===== src/rtl/spi_slave.sv =====
// SPI mode-0 slave, MSB first, oversampled on clk; no logic runs on sck.
// Define SPI_SLAVE_UNDERRUN_EN to add the tx_underrun pulse and underrun_cnt outputs.
module spi_slave #(
  parameter int                    DATA_WIDTH  = 8,
  parameter int                    SYNC_STAGES = 2,
  parameter logic [DATA_WIDTH-1:0] IDLE_TX     = 8'hFF
) (
  input  logic                  clk,
  input  logic                  rst,
  input  logic                  sck,
  input  logic                  ss,
  input  logic                  mosi,
  output logic                  miso,
  input  logic [DATA_WIDTH-1:0] data_in,
  input  logic                  load,
  output logic                  tx_ready,
  output logic [DATA_WIDTH-1:0] data_out,
  output logic                  new_data,
  output logic                  busy
`ifdef SPI_SLAVE_UNDERRUN_EN
  ,
  output logic                  tx_underrun,
  output logic [7:0]            underrun_cnt
`endif
);

  localparam int                CNT_W    = $clog2(DATA_WIDTH) + 1;
  localparam logic [CNT_W-1:0] LAST_BIT = CNT_W'(DATA_WIDTH - 1);

  typedef enum logic {IDLE, SHIFT} state_t;

  logic [SYNC_STAGES-1:0] sck_sync_q, ss_sync_q, mosi_sync_q;
  logic                   sck_prev_q, ss_prev_q;
  logic                   sck_s, ss_s, mosi_s;
  logic                   sck_rise, sck_fall, ss_rise, ss_fall;

  state_t                 state_q;
  logic [CNT_W-1:0]       bit_cnt_q;
  logic [DATA_WIDTH-2:0]  rx_shift_q;
  logic [DATA_WIDTH-1:0]  tx_shift_q;
  logic [DATA_WIDTH-1:0]  buf_q;
  logic                   buf_full_q;
  logic [DATA_WIDTH-1:0]  data_out_q;
  logic                   new_data_q;

  logic                   consume;
  logic [DATA_WIDTH-1:0]  tx_next_d;
  logic [DATA_WIDTH-1:0]  rx_byte_d;

  assign sck_s  = sck_sync_q[SYNC_STAGES-1];
  assign ss_s   = ss_sync_q[SYNC_STAGES-1];
  assign mosi_s = mosi_sync_q[SYNC_STAGES-1];

  assign sck_rise =  sck_s & ~sck_prev_q;
  assign sck_fall = ~sck_s &  sck_prev_q;
  assign ss_rise  =  ss_s  & ~ss_prev_q;
  assign ss_fall  = ~ss_s  &  ss_prev_q;

  assign tx_next_d = buf_full_q ? buf_q : IDLE_TX;
  assign rx_byte_d = {rx_shift_q, mosi_s};

  // The buffer is drained at frame start and at each byte boundary fall.
  always_comb begin
    // NOTE: default first so no path through this block leaves consume unassigned (no latch).
    consume = 1'b0;
    if (state_q == IDLE) begin
      consume = ss_fall;
    end else begin
      consume = ~ss_rise & sck_fall & (bit_cnt_q == '0);
    end
  end

  always_ff @(posedge clk) begin
    // NOTE: non-blocking everywhere so each flop sees the values from before this edge.
    if (rst) begin
      sck_sync_q  <= '0;
      ss_sync_q   <= '0;
      mosi_sync_q <= '0;
      sck_prev_q  <= 1'b0;
      ss_prev_q   <= 1'b0;
      state_q     <= IDLE;
      bit_cnt_q   <= '0;
      rx_shift_q  <= '0;
      tx_shift_q  <= '0;
      buf_q       <= '0;
      buf_full_q  <= 1'b0;
      data_out_q  <= '0;
      new_data_q  <= 1'b0;
    end else begin
      sck_sync_q  <= {sck_sync_q[SYNC_STAGES-2:0], sck};
      ss_sync_q   <= {ss_sync_q[SYNC_STAGES-2:0], ss};
      mosi_sync_q <= {mosi_sync_q[SYNC_STAGES-2:0], mosi};
      sck_prev_q  <= sck_s;
      ss_prev_q   <= ss_s;
      new_data_q  <= 1'b0;

      // A load coinciding with a consume is always captured, even when the buffer was full.
      if (consume) begin
        tx_shift_q <= tx_next_d;
        buf_full_q <= load;
        if (load) buf_q <= data_in;
      end else if (load && !buf_full_q) begin
        buf_q      <= data_in;
        buf_full_q <= 1'b1;
      end

      case (state_q)
        IDLE: begin
          if (ss_fall) begin
            state_q   <= SHIFT;
            bit_cnt_q <= '0;
          end
        end
        SHIFT: begin
          if (ss_rise) begin
            state_q    <= IDLE;
            bit_cnt_q  <= '0;
            rx_shift_q <= '0;
            tx_shift_q <= '0;
          end else if (sck_rise) begin
            rx_shift_q <= rx_byte_d[DATA_WIDTH-2:0];
            if (bit_cnt_q == LAST_BIT) begin
              data_out_q <= rx_byte_d;
              new_data_q <= 1'b1;
              bit_cnt_q  <= '0;
            end else begin
              bit_cnt_q <= bit_cnt_q + 1'b1;
            end
          end else if (sck_fall && bit_cnt_q != '0) begin
            tx_shift_q <= {tx_shift_q[DATA_WIDTH-2:0], 1'b0};
          end
        end
        default: state_q <= IDLE;
      endcase
    end
  end

`ifdef SPI_SLAVE_UNDERRUN_EN
  logic       underrun_evt;
  logic       tx_underrun_q;
  logic [7:0] underrun_cnt_q;

  assign underrun_evt = consume & ~buf_full_q;

  always_ff @(posedge clk) begin
    if (rst) begin
      tx_underrun_q  <= 1'b0;
      underrun_cnt_q <= '0;
    end else begin
      tx_underrun_q <= underrun_evt;
      if (underrun_evt && underrun_cnt_q != 8'hFF) underrun_cnt_q <= underrun_cnt_q + 8'd1;
    end
  end

  assign tx_underrun  = tx_underrun_q;
  assign underrun_cnt = underrun_cnt_q;
`endif

  // tx_shift is cleared outside a frame, so its MSB doubles as the idle-low miso.
  assign miso     = tx_shift_q[DATA_WIDTH-1];
  assign tx_ready = ~buf_full_q;
  assign data_out = data_out_q;
  assign new_data = new_data_q;
  assign busy     = (state_q == SHIFT);

endmodule

===== config.mk =====
export PLATFORM = sky130hd
export DESIGN_NAME = spi_slave
export DESIGN_NICKNAME = d
export VERILOG_FILES = /design/src/rtl/spi_slave.sv
export SDC_FILE = /design/constraint.sdc
export NUM_CORES = 1
export LEC_CHECK = 0
export BUFFER_PORTS_ARGS = -buffer_cell sky130_fd_sc_hd__buf_2
export CELL_PAD_IN_SITES_DETAIL_PLACEMENT = 0
export CELL_PAD_IN_SITES_GLOBAL_PLACEMENT = 1
export CORE_ASPECT_RATIO = 0.75
export CORE_MARGIN = 1.5
export CORE_UTILIZATION = 30
export CTS_BUF_LIST = sky130_fd_sc_hd__clkbuf_16
export DETAILED_ROUTE_END_ITERATION = 10
export PLACE_DENSITY = 0.67
export SYNTH_ARGS = -nofsm -noshare
export SYNTH_HDL_FRONTEND = slang
export SYNTH_SLANG_ARGS = --single-unit
export TNS_END_PERCENT = 100

===== constraint.sdc =====
create_clock -name clk -period 4.2 [get_ports clk]
set_input_delay 0.21 -clock clk [delete_from_list [all_inputs] [get_ports clk]]
set_output_delay 0.21 -clock clk [all_outputs]
set_load 0.05 [all_outputs]

* Yosys cells after proc, flatten, opt, wreduce, memory -nomap -nowiden
Index checks and enable logic that the tools add are counted.
** Storage, ports and cells
- Output and inout bits :: 12
- Register bits after elaboration :: 46
- Word-level logic and storage cells :: 67
- Bits of input ports :: 14
** Cells by class
- Bitwise logic cells :: 14
- Mux-type cells :: 23
- Add/sub/neg operators :: 1
- Equality and inequality tests :: 4
- Reduce and logical (&&, ||, !) cells :: 12
** Operator list (number)
- 2-to-1 mux 8 bit :: 9
- 2-to-1 mux 4 bit :: 4
- 2-to-1 mux 7 bit :: 2
- NOT 1 bit :: 8
- one-hot mux 4 bit (2 select lines) :: 1
- AND 1 bit :: 6
- 2-to-1 mux 1 bit :: 6
- AND reduction 2 bit :: 3
- adder 4 x 1 -> 4 bit, second input constant :: 1
- == test 4 x 3 -> 1 bit, second input constant :: 1
- zero test 4 bit :: 1
- != test 2 bit, second input constant :: 2
- AND reduction 4 bit :: 1
- nonzero test 2 bit :: 2
- nonzero test 4 bit :: 1
- OR reduction 4 bit :: 1
- != test 3 bit, second input constant :: 1
- logical AND 1 bit :: 2
- one-hot mux 1 bit (2 select lines) :: 1
- zero test 1 bit :: 1

* Depth between registers and ports, before layout
Gate-level depths: netlist of the first run.
- Word-level depth :: 11
- Depth in mapped cells :: 7
- Mapped depth without buffers :: 6

* Worst setup path before layout of the first run
No wires, ideal clock.
- Kind :: reg-to-reg
- From :: register state_q, in the netlist busy
- To :: register data_out_q[0], in the netlist data_out[0]
- Path buffers :: 1
- Required time :: 4.072 ns
- Setup time :: 0.128 ns
- Setup slack :: 2.413 ns
- Arrival time :: 1.659 ns
- Cell stages (with the launch flop) :: 6
- Cells stage by stage :: dfxtp_1 > inv_1 > or4b_1 > buf_6 > mux2i_1 > nor2_1
** Between the ends
- Longest elaborated chain between the ends :: 1
** Ends and longest elaborated chain
- start: declaration :: line 37 : state_t state_q;
- start signal: assignment :: line 81 : state_q <= IDLE;
- start signal: assignment :: line 110 : state_q <= SHIFT;
- start signal: assignment :: line 116 : state_q <= IDLE;
- AND reduction 4 bit (no line)
- end signal: assignment :: line 123 : data_out_q <= rx_byte_d;
- end: declaration :: line 43 : logic [DATA_WIDTH-1:0] data_out_q;
No other way between the ends.
A chain may end at the register's enable or synchronous reset.

* Worst setup path after layout of the first run
- From :: register bit_cnt_q[0]
- To :: register buf_q[6]
** Between the ends
- Longest elaborated chain between the ends :: 5
- Elaborated cells between the ends (all ways) :: 7
** Ends and longest elaborated chain
- start: declaration :: line 38 : logic [CNT_W-1:0] bit_cnt_q;
- start signal: assignment :: line 127 : bit_cnt_q <= bit_cnt_q + 1'b1;
- zero test 4 bit (*) :: line 69 : consume = ~ss_rise & sck_fall & (bit_cnt_q == '0);
- AND 1 bit (*) :: line 69
- 2-to-1 mux 1 bit (*) :: line 66 : if (state_q == IDLE) begin
- != test 2 bit (no line) / nonzero test 2 bit (equally long branches)
- AND reduction 2 bit (no line)
- end signal: assignment :: line 101 : if (load) buf_q <= data_in;
- end signal: assignment :: line 103 : buf_q <= data_in;
- end: declaration :: line 41 : logic [DATA_WIDTH-1:0] buf_q;
Mark *: on every way between the ends. The rest lies on a longest branch, timed or not.

==> Implementation_results.wiki, run 1 <==
{| class="wikitable"
! Metric !! Value
|-
| Number of design rule violations left after detail routing || 0
|-
| Areal power density over the cells || 404 nW/um2
|-
| Post-detailed-route count of antenna-violating nets || 0
|-
| Count of maximum capacitance violations || 0
|-
| Power consumption || 0.866 mW
|-
| Period utilization || 57.3%
|-
| Resized cells post-CTS || 0
|-
| Yosys synthesis warning count || 0
|-
| Top-Level Pins || 26
|-
| Clock transition at the registers of the reported paths || ~0.06 ns
|-
| Hold Path Stages || 2
|-
| Fraction of the yosys area taken by sequential cells || 49.6%
|-
| Vert. Die Dim || 71.1 um
|-
| Antenna violations before repair || 0
|-
| Largest driver fanout on the critical path || 12
|-
| Status || complete, no violations
|-
| Clock Sinks || 46
|-
| Count of distinct cell types in the synthesized netlist || 36
|-
| Count of pins over their slew limit || 0
|-
| Share of async-settable or async-resettable flops after synthesis || 0%
|-
| FF-to-FF End || buf_q[6]
|-
| Critical Path Start Type || register
|-
| Area Growth Syn to Fin || 15.5%
|-
| Starting utilization of the core area || 31.5%
|-
| Worst stage delay on the critical path || 0.88 ns
|-
| Pin count of the biggest net entering global routing || 46
|-
| Final core utilization || 36.4%
|-
| Register-to-Register Setup Slack || ~1.8 ns
|-
| Endpoints failing setup || 0
|-
| Avg Vias per Cell || 4.70
|-
| Worst setup EP type || register
|-
| Syn Inst Count || 196
|-
| Number of buffers inserted for hold repair after clock tree synthesis || 0
|-
| Buffers added on ports || 25
|-
| Max transition margin || 33.9%
|-
| CP delay by family, top || compound AO/OA/AOI/OAI gates
|-
| Critical-path top delay cell || sky130_fd_sc_hd__a21boi_1
|-
| Top FF cell, synth || sky130_fd_sc_hd__dfxtp_1
|-
| Clock insertion delay at the later pin of the skew report || about 0.28 ns
|-
| Final estimated routing congestion in global placement || 0.715
|-
| Die footprint || 6670 um2
|-
| Number of detailed-routing iterations run before antenna repair || 4
|-
| Count of cell instances traversed by the critical path || 6
|-
| Number of global-route vias before repair || 1316
|-
| Master cell of the clock root buffer || sky130_fd_sc_hd__clkbuf_16
|-
| Top area cells in the synthesized netlist || sky130_fd_sc_hd__dfxtp_1 (50%), sky130_fd_sc_hd__mux2i_1 (8.6%), sky130_fd_sc_hd__nor2_1 (4.6%), sky130_fd_sc_hd__nand2b_1 (3.4%), sky130_fd_sc_hd__nor2b_1 (3.4%)
|-
| Logic depth of the worst register-to-register path || 6
|-
| Mean Syn Cell Area || 9.47 um2
|-
| Fraction of final layout cells sized beyond drive strength 1 || roughly 15%
|-
| Reg-to-reg startpoint || bit_cnt_q[0]
|-
| Post-synthesis sequential element count || 46
|-
| Setup crit start || bit_cnt_q[0]
|-
| Worst setup path endpoint || buf_q[6]
|-
| Global-route total usage across every layer || 11.2%
|-
| Max H-tree Level || 2
|-
| Arrival time of the worst setup path || roughly 2.6 ns
|-
| WP data required || around 4.4 ns
|-
| Antenna cell count || 0
|-
| Area fraction of the dominant cell type after synthesis || 49.6%
|-
| Category of the most critical setup path || register to register
|-
| Average wire per cell in the routed design || approximately 12 um
|-
| Maximum VDD drop || 125 uV
|-
| Setup total negative slack || 0 ns
|-
| Buffer count from post-CTS setup fixing || 0
|-
| Number of design-rule violations left by the first detailed-router iteration || 91
|-
| Final worst path period need || 2.40 ns
|-
| Cell-by-cell trace of the critical path || inv_1 > ha_1 > nor3b_1 > a41oi_2 > a21boi_1 > mux2i_1
|-
| Unrepaired setup endpoints after global routing || false
|-
| Maximum clock skew at final layout || roughly 0.0047 ns
|-
| Chip width || between 90 and 100 um
|-
| Buf/Inv on CP || 1
|-
| EDFF count, synth || 0
|-
| Mapped Area || between 1500 and 2000 um2
|-
| Global-route congestion overflow total || 0
|-
| Std-Cell Rows || 24
|-
| Number of buffers between clock root and the deepest sink || 2
|-
| Worst slew pin tran || 0.990 ns
|-
| Worst min-delay path category || primary input to register
|-
| Total detailed-routing wirelength || 3440 um
|-
| Leakage power summed over all cells || 0.913 nW
|-
| Maximum operating frequency || 416 MHz
|-
| Total count of hold-check failures in the final report || 0
|-
| Area of the placeable core || 5890 um2
|-
| Post-detail-place hpwl || 2360 um
|-
| Top cell type by total area after synthesis || sky130_fd_sc_hd__dfxtp_1
|-
| Number of vias in the routed layout || 1376
|-
| Number of nets at the end of the flow || 231
|-
| First-pass GRT wire length || about 5900 um
|-
| Mapped Nets || 212
|-
| Number of clock buffers inserted by TritonCTS || 5
|-
| Clock tree from TritonCTS || built
|}
-- synth_stat cells (2+ instances only) --
cell type                  number
sky130_fd_sc_hd__nand3_1        4
sky130_fd_sc_hd__buf_4          2
sky130_fd_sc_hd__and2b_1        2
sky130_fd_sc_hd__a221o_1        6
sky130_fd_sc_hd__a22oi_1        7
sky130_fd_sc_hd__nand2b_1      10
sky130_fd_sc_hd__nor2_1        23
sky130_fd_sc_hd__clkbuf_1       7
sky130_fd_sc_hd__buf_2          3
sky130_fd_sc_hd__a21oi_1        5
sky130_fd_sc_hd__mux2i_1       16
sky130_fd_sc_hd__nor3_1         9
sky130_fd_sc_hd__dfxtp_1       46
sky130_fd_sc_hd__nor3b_1        2
sky130_fd_sc_hd__nand2_1       16
sky130_fd_sc_hd__inv_1          5
sky130_fd_sc_hd__ha_1           2
sky130_fd_sc_hd__or3_1          2
sky130_fd_sc_hd__nand4_1        3
sky130_fd_sc_hd__nor2b_1       10
-- worst min-delay path by stage --
stage | from | to | slack, ns
global route | sck | sck_sync_q[0] | 0.14
global placement | ss_sync_q[0] | ss_sync_q[1] | 0.42
floorplan | load | buf_full_q | 0.33
CTS | mosi | mosi_sync_q[0] | 0.13
detailed placement | mosi | mosi_sync_q[0] | 0.42
finish | sck | sck_sync_q[0] | 0.14
-- metal layers --
layer  wire length (um)  track usage, %  vias up
met5                  0               0        -
met4                 55            5.47        0
met3                157            4.09        7
met2               1410            15.6       25
met1               1820            15.4      624
li1                   -               -      720
-- cell type report --
cell class / count / area (um2)
multi-input combinational: 131 / 846
timing repair buffer: 25 / 125
clock buffer: 5 / 125
fill: 634 / 3740
sequential: 46 / 921
clock inverter: 2 / 7.51
inverter: 6 / 22.5
tap: 78 / 97.6
-- cells in the final DEF (no fill, tap or decap), drive strengths merged, types with 2 or more instances in the layout --
master,instances
nand2b,10
inv,8
dfxtp,46
ha,2
nand4,3
a221o,6
nor2b,10
a22oi,7
nor3,9
nand3,4
clkbuf,5
a21oi,5
buf,25
nor2,23
or3,2
mux2i,16
nand2,16
nor3b,2
and2b,2
-- through the flow --
stage	area (um2)	setup slack, ns	hold slack [ns]	instances
4_1_cts	2140	1.74	0.129	293
5_1_grt	2140	1.49	0.141	293
3_5_place_dp	2010	1.75	0.424	286
3_3_place_gp	2010	1.83	0.417	286
2_1_floorplan	1860	2.41	0.327	196
6_report	2140	1.80	0.138	293
-- power breakdown --
part,internal [mW],leakage [nW],total [mW],switching [mW]
logic,0.0199,0.466,0.0516,0.0317
clock network,0.213,0.0723,0.359,0.147
registers,0.448,0.374,0.456,0.00721
total,0.681,0.913,0.866,0.186
-- sequential cells by signal (all words and copies together), names as in the netlist --
signal	count
buf_q	8
busy	1
mosi_sync_q	2
rx_shift_q	7
ss_prev_q	1
new_data	1
sck_sync_q	2
tx_shift_q	8
buf_full_q	1
bit_cnt_q	4
ss_sync_q	2
data_out	8
sck_prev_q	1
-- cell families after synthesis --
| group | Yosys count | share of synthesized area, % |
|---|---|---|
| simple gates | 85 | 23.2 |
| flops | 46 | 49.6 |
| buf+inv | 19 | 4.85 |
| compound gates | 28 | 12.4 |
| fa+ha+maj | 2 | 1.35 |
| mux | 16 | 8.63 |
Note: power is estimated with default switching activity, not from simulation.
==> run 2: changes to the inputs <==
==> constraint.sdc (replaced) <==
create_clock -name clk -period 2.3 [get_ports clk]
set_input_delay 0.115 -clock clk [delete_from_list [all_inputs] [get_ports clk]]
set_output_delay 0.115 -clock clk [all_outputs]
set_load 0.05 [all_outputs]
==> Implementation_results.wiki, run 2 (synthesis results as in run 1) <==
{| class="wikitable"
! Metric !! Value
|-
| Status || complete, no violations
|-
| Antenna violations before repair || 0
|-
| Maximum operating frequency || 526 MHz
|-
| Leakage power summed over all cells || 0.959 nW
|-
| Setup total negative slack || 0 ns
|-
| Number of nets at the end of the flow || 238
|-
| GRT met3 Usage || roughly 3.7%
|-
| Multi-input gate area in the final layout || 846 um2
|-
| Commonest cells after routing, fill and taps aside || sky130_fd_sc_hd__dfxtp_1 (46), sky130_fd_sc_hd__buf_2 (25), sky130_fd_sc_hd__nor2_1 (23)
|-
| Count of maximum capacitance violations || 0
|-
| Number of global-route vias before repair || 1256
|-
| Avg Vias per Cell || about 4.7
|-
| Pin count of the biggest net entering global routing || 26
|-
| Worst setup EP type || register
|-
| Hold Path Stages || 2
|-
| Number of design rule violations left after detail routing || 0
|-
| Worst slew pin tran || 0.496 ns
|-
| Unrepaired setup endpoints after global routing || false
|-
| Global-route total usage across every layer || 11.6%
|-
| Max transition margin || 66.9%
|-
| Worst min-delay path category || primary input to register
|-
| CP delay by family, top || simple AND/OR/NAND/NOR gates
|-
| WP data required || ~2.5 ns
|-
| Largest driver fanout on the critical path || 9
|-
| Top-Level Pins || 26
|-
| Period utilization || slightly above 80%
|-
| Post-detailed-route count of antenna-violating nets || 0
|-
| Worst stage delay on the critical path || just under 0.8 ns
|-
| Cell-by-cell trace of the critical path || ha_1 > nand3b_1 > or4b_1 > mux2i_1 > nor2_1
|-
| Chip width || 93.8 um
|-
| Layout filler cell count || 640
|-
| Buffers added on ports || 25
|-
| Area Growth Syn to Fin || 20.3%
|-
| Global-route congestion overflow total || 0
|-
| Maximum clock skew at final layout || 0.00774 ns
|-
| Number of vias in the routed layout || ~1400
|-
| Max H-tree Level || 2
|-
| Starting utilization of the core area || 31.5%
|-
| Category of the most critical setup path || register to register
|-
| Buf/Inv on CP || 0
|-
| GR Util met2 || 15.5%
|-
| Sequential cell area || approximately 900 um2
|-
| Clock transition at the registers of the reported paths || 0.07 ns
|-
| First-pass GRT wire length || between 6000 and 7000 um
|-
| Number of buffers inserted for hold repair after clock tree synthesis || 0
|-
| Clock insertion delay at the later pin of the skew report || 0.28 ns
|-
| Number of buffers between clock root and the deepest sink || 2
|-
| Master cell of the clock root buffer || sky130_fd_sc_hd__clkbuf_16
|-
| Total detailed-routing wirelength || 3570 um
|-
| Vert. Die Dim || 71.1 um
|-
| Area of the placeable core || 5890 um2
|-
| Most Crowded Layer GR || met1
|-
| Power consumption || 1.74 mW
|-
| Final worst path period need || 1.90 ns
|-
| Clock tree from TritonCTS || built
|-
| Fraction of final layout cells sized beyond drive strength 1 || 19.3%
|-
| Endpoints failing setup || 0
|-
| Die footprint || 6670 um2
|-
| Logic depth of the worst register-to-register path || 5
|-
| Count of pins over their slew limit || 0
|-
| Average wire per cell in the routed design || 11.8 um
|-
| Critical Path Start Type || register
|-
| Number of detailed-routing iterations run before antenna repair || 4
|-
| Routing usage on met1 || roughly 18%
|-
| Maximum VDD drop || approximately 550 uV
|-
| Buffer count from post-CTS setup fixing || 0
|-
| Hold WS || 0.0440 ns
|-
| Post-detail-place hpwl || 2510 um
|-
| Arrival time of the worst setup path || 2.06 ns
|-
| Std-Cell Rows || 24
|-
| Number of design-rule violations left by the first detailed-router iteration || 104
|-
| Count of cell instances traversed by the critical path || 5
|-
| Commonest non-fill, non-tap cell in the layout || sky130_fd_sc_hd__dfxtp_1
|-
| Areal power density over the cells || just under 800 nW/um2
|-
| Resized cells post-CTS || 0
|-
| Number of clock buffers inserted by TritonCTS || 5
|-
| Antenna cell count || 0
|-
| Total count of hold-check failures in the final report || 0
|-
| Final estimated routing congestion in global placement || 0.807
|-
| Critical-path top delay cell || sky130_fd_sc_hd__or4b_1
|-
| Clock Sinks || 46
|}
## run 2: cell count changes in the layout (fill, tap and decap cells not counted), sizes merged
cell and change:
buf +7, bufinv +1, clkinv +1, inv -1
## run 2: area by class of cell
type / instances / share of cell area [%]
inverter: 6 / 1.01
clock inverter: 3 / 1.96
sequential: 46 / 41.2
timing repair buffer: 32 / 7.96
multi-input combinational: 131 / 37.9
tap: 78 / 4.37
clock buffer: 5 / 5.60
## run 2: worst paths after layout
kind	start	end	slack [ns]
hold / removal	mosi	mosi_sync_q[0]	0.04
setup reg to reg	bit_cnt_q[1]	data_out[5]	0.40
hold reg to reg	mosi_sync_q[0]	mosi_sync_q[1]	0.44
setup / recovery	bit_cnt_q[1]	data_out[5]	0.40
## run 2: worst register-to-register path, stage by stage (launching register included)
cell	delay [ns]
sky130_fd_sc_hd__dfxtp_1	0.40
sky130_fd_sc_hd__ha_1	0.21
sky130_fd_sc_hd__nand3b_1	0.10
sky130_fd_sc_hd__or4b_1	0.78
sky130_fd_sc_hd__mux2i_1	0.24
sky130_fd_sc_hd__nor2_1	0.06
## run 2: where the power goes
part	internal (mW)	switching, mW
sequential	0.818	0.0112
clock	0.514	0.298
combinational	0.0414	0.0609
total	1.37	0.371
## run 2: per-layer routing
layer  routed length (um)  share of wire (%)
met4                   34               0.95
met3                  123                3.4
met2                 1450                 41
met5                    0                  0
met1                 1960                 55
## run 2: through the flow
step / setup WS [ns] / area [um2] / util (%) / instances
after detailed placement: 0.404 / 2060 / 35.1 / 293
final: 0.400 / 2230 / 37.9 / 301
after CTS: 0.390 / 2230 / 37.9 / 301
after floorplan: 0.513 / 1860 / - / 196
after global routing: 0.220 / 2230 / 37.9 / 301
after global placement: 0.457 / 2060 / 35.1 / 293
==> run 3: changes to the inputs <==
--- a/config.mk
+++ b/config.mk
@@ -13,7 +13,7 @@
 export CORE_UTILIZATION = 30
 export CTS_BUF_LIST = sky130_fd_sc_hd__clkbuf_16
 export DETAILED_ROUTE_END_ITERATION = 10
-export PLACE_DENSITY = 0.67
+export PLACE_DENSITY = 0.69
 export SYNTH_ARGS = -nofsm -noshare
 export SYNTH_HDL_FRONTEND = slang
 export SYNTH_SLANG_ARGS = --single-unit
==> constraint.sdc (replaced) <==
create_clock -name clk -period 1.7 [get_ports clk]
set_input_delay 0.085 -clock clk [delete_from_list [all_inputs] [get_ports clk]]
set_output_delay 0.085 -clock clk [all_outputs]
set_load 0.05 [all_outputs]
==> Implementation_results.wiki, run 3 (synthesis results as in run 1) <==
{| class="wikitable"
! Metric !! Value
|-
| Number of clock buffers inserted by TritonCTS || 5
|-
| Number of buffers between clock root and the deepest sink || 2
|-
| First-pass GRT wire length || roughly 6000 um
|-
| Violated checks || negative setup slack
|-
| Count of pins over their slew limit || 0
|-
| Worst slew pin tran || 0.444 ns
|-
| Chip width || 93.8 um
|-
| Power consumption || 2.16 mW
|-
| Number of vias in the routed layout || 1470
|-
| Commonest non-fill, non-tap cell in the layout || sky130_fd_sc_hd__dfxtp_1
|-
| Maximum clock skew at final layout || slightly above 0.006 ns
|-
| Placed cell count || 300
|-
| Average wire per cell in the routed design || 11.8 um
|-
| Pin count of the biggest net entering global routing || 30
|-
| Global-route total usage across every layer || 12.0%
|-
| Hold WS || 0.0104 ns
|-
| Unrepaired setup endpoints after global routing || true
|-
| Antenna cell count || 0
|-
| Post-detail-place hpwl || 2520 um
|-
| Maximum operating frequency || 587 MHz
|-
| Buffers added on ports || 25
|-
| Final worst path period need || ~1.7 ns
|-
| Period utilization || 100%
|-
| Clock insertion delay at the later pin of the skew report || about 0.28 ns
|-
| Number of buffers inserted for hold repair after clock tree synthesis || 0
|-
| Worst min-delay path category || primary input to register
|-
| Non-filler instance count after layout || 311
|-
| Number of design-rule violations left by the first detailed-router iteration || 68
|-
| Category of the most critical setup path || register to register
|-
| Total detailed-routing wirelength || 3680 um
|-
| WP data required || around 1.9 ns
|-
| Placement-stage cell area || roughly 2100 um2
|-
| Vert. Die Dim || 71.1 um
|-
| Count of maximum capacitance violations || 0
|-
| Setup total negative slack || -0.00369 ns
|-
| Critical Path Start Type || register
|-
| Number of global-route vias before repair || about 1300
|-
| Starting utilization of the core area || a little under a third
|-
| Final estimated routing congestion in global placement || 0.775
|-
| Area Growth Syn to Fin || 24.9%
|-
| Clock Sinks || 46
|-
| Total count of hold-check failures in the final report || 0
|-
| Top-Level Pins || 26
|-
| Post-detailed-route count of antenna-violating nets || 0
|-
| Number of detailed-routing iterations run before antenna repair || 4
|-
| Largest driver fanout on the critical path || 5
|-
| Fraction of final layout cells sized beyond drive strength 1 || 24.9%
|-
| Endpoints failing setup || 2
|-
| Max H-tree Level || 2
|-
| Antenna violations before repair || 0
|-
| Number of nets at the end of the flow || 249
|-
| Leakage power summed over all cells || 0.999 nW
|-
| Number of design rule violations left after detail routing || 0
|-
| Status || finished, violations left
|-
| Maximum VDD drop || between 400 and 500 uV
|-
| Layout filler cell count || roughly 610
|-
| Avg Vias per Cell || 4.73
|-
| Arrival time of the worst setup path || approximately 1.9 ns
|-
| Clock transition at the registers of the reported paths || 0.06 ns
|-
| Worst setup EP type || register
|-
| Areal power density over the cells || approximately 930 nW/um2
|-
| Max transition margin || 70.2%
|-
| Final worst slack || -0.00260 ns
|-
| Global-route congestion overflow total || 0
|-
| Area of the placeable core || about 5900 um2
|-
| Master cell of the clock root buffer || sky130_fd_sc_hd__clkbuf_16
|-
| Commonest cells after routing, fill and taps aside || sky130_fd_sc_hd__dfxtp_1 (43), sky130_fd_sc_hd__buf_2 (25), sky130_fd_sc_hd__nor2_1 (23)
|-
| Die footprint || 6670 um2
|-
| Final Instance Area || 2320 um2
|-
| Std-Cell Rows || 24
|-
| Clock tree from TritonCTS || built
|}
## run 3: cell count changes in the layout (fill, tap and decap cells not counted), sizes merged
| cell | before | now |
|---|---|---|
| inv | 7 | 8 |
| buf | 32 | 43 |
| clkinv | 1 | 0 |
| bufinv | 1 | 0 |
## run 3: layer usage
metal  part of all wire, %  GRT usage (%)  vias to the layer above
li1                      -              -                      757
met1                    53           16.0                      684
met2                    41           17.2                       25
met3                   4.0           4.95                        4
met4                   1.5           4.48                        0
met5                     0              0                        -
## run 3: per-stage QoR
step / util (%) / worst slack, ns
6_report: 39.4 / -0.00260
3_5_place_dp: 36.0 / -0.0959
2_1_floorplan: - / 0.103
3_3_place_gp: 36.0 / -0.0467
4_1_cts: 38.8 / 0.0111
5_1_grt: 39.4 / -0.0767
## run 3: final timing paths
check,cells past startpoint,start,slack [ns],endpoint
worst max-delay path,7,bit_cnt_q[0],-0.003,data_out[7]
worst min-delay path,2,sck,0.01,sck_sync_q[0]
worst max register to register,7,bit_cnt_q[0],-0.003,data_out[7]
worst min register to register,1,sck_sync_q[0],0.44,sck_sync_q[1]
## run 3: repair_timing
item	in CTS	in global routing
setup endpoints to repair	23	22
pin swaps	1	3
buffers inserted	0	3
resized for setup	7	5
cloned	1	0
## run 3: worst max-delay path, stage by stage (launching register included)
cell,delay [ns]
sky130_fd_sc_hd__dfxtp_2,0.34
sky130_fd_sc_hd__buf_6,0.10
sky130_fd_sc_hd__ha_4,0.12
sky130_fd_sc_hd__nand3b_1,0.09
sky130_fd_sc_hd__or4b_4,0.55
sky130_fd_sc_hd__buf_6,0.16
sky130_fd_sc_hd__mux2i_2,0.16
sky130_fd_sc_hd__nor2_1,0.05
## run 3: layout make-up
cell class | count | area [um2] | area share [%]
multi-input combinational | 131 | 871 | 37.5
clock inverter | 2 | 7.51 | 0.324
clock buffer | 5 | 125 | 5.39
timing repair buffer | 43 | 272 | 11.7
inverter | 6 | 22.5 | 0.971
tap | 78 | 97.6 | 4.21
sequential | 46 | 925 | 39.9
## run 3: report_power, final
part           switching (mW)  leakage (nW)  internal, mW
Combinational          0.0803         0.551        0.0599
Sequential             0.0170         0.376          1.11
Clock                   0.375        0.0723         0.525
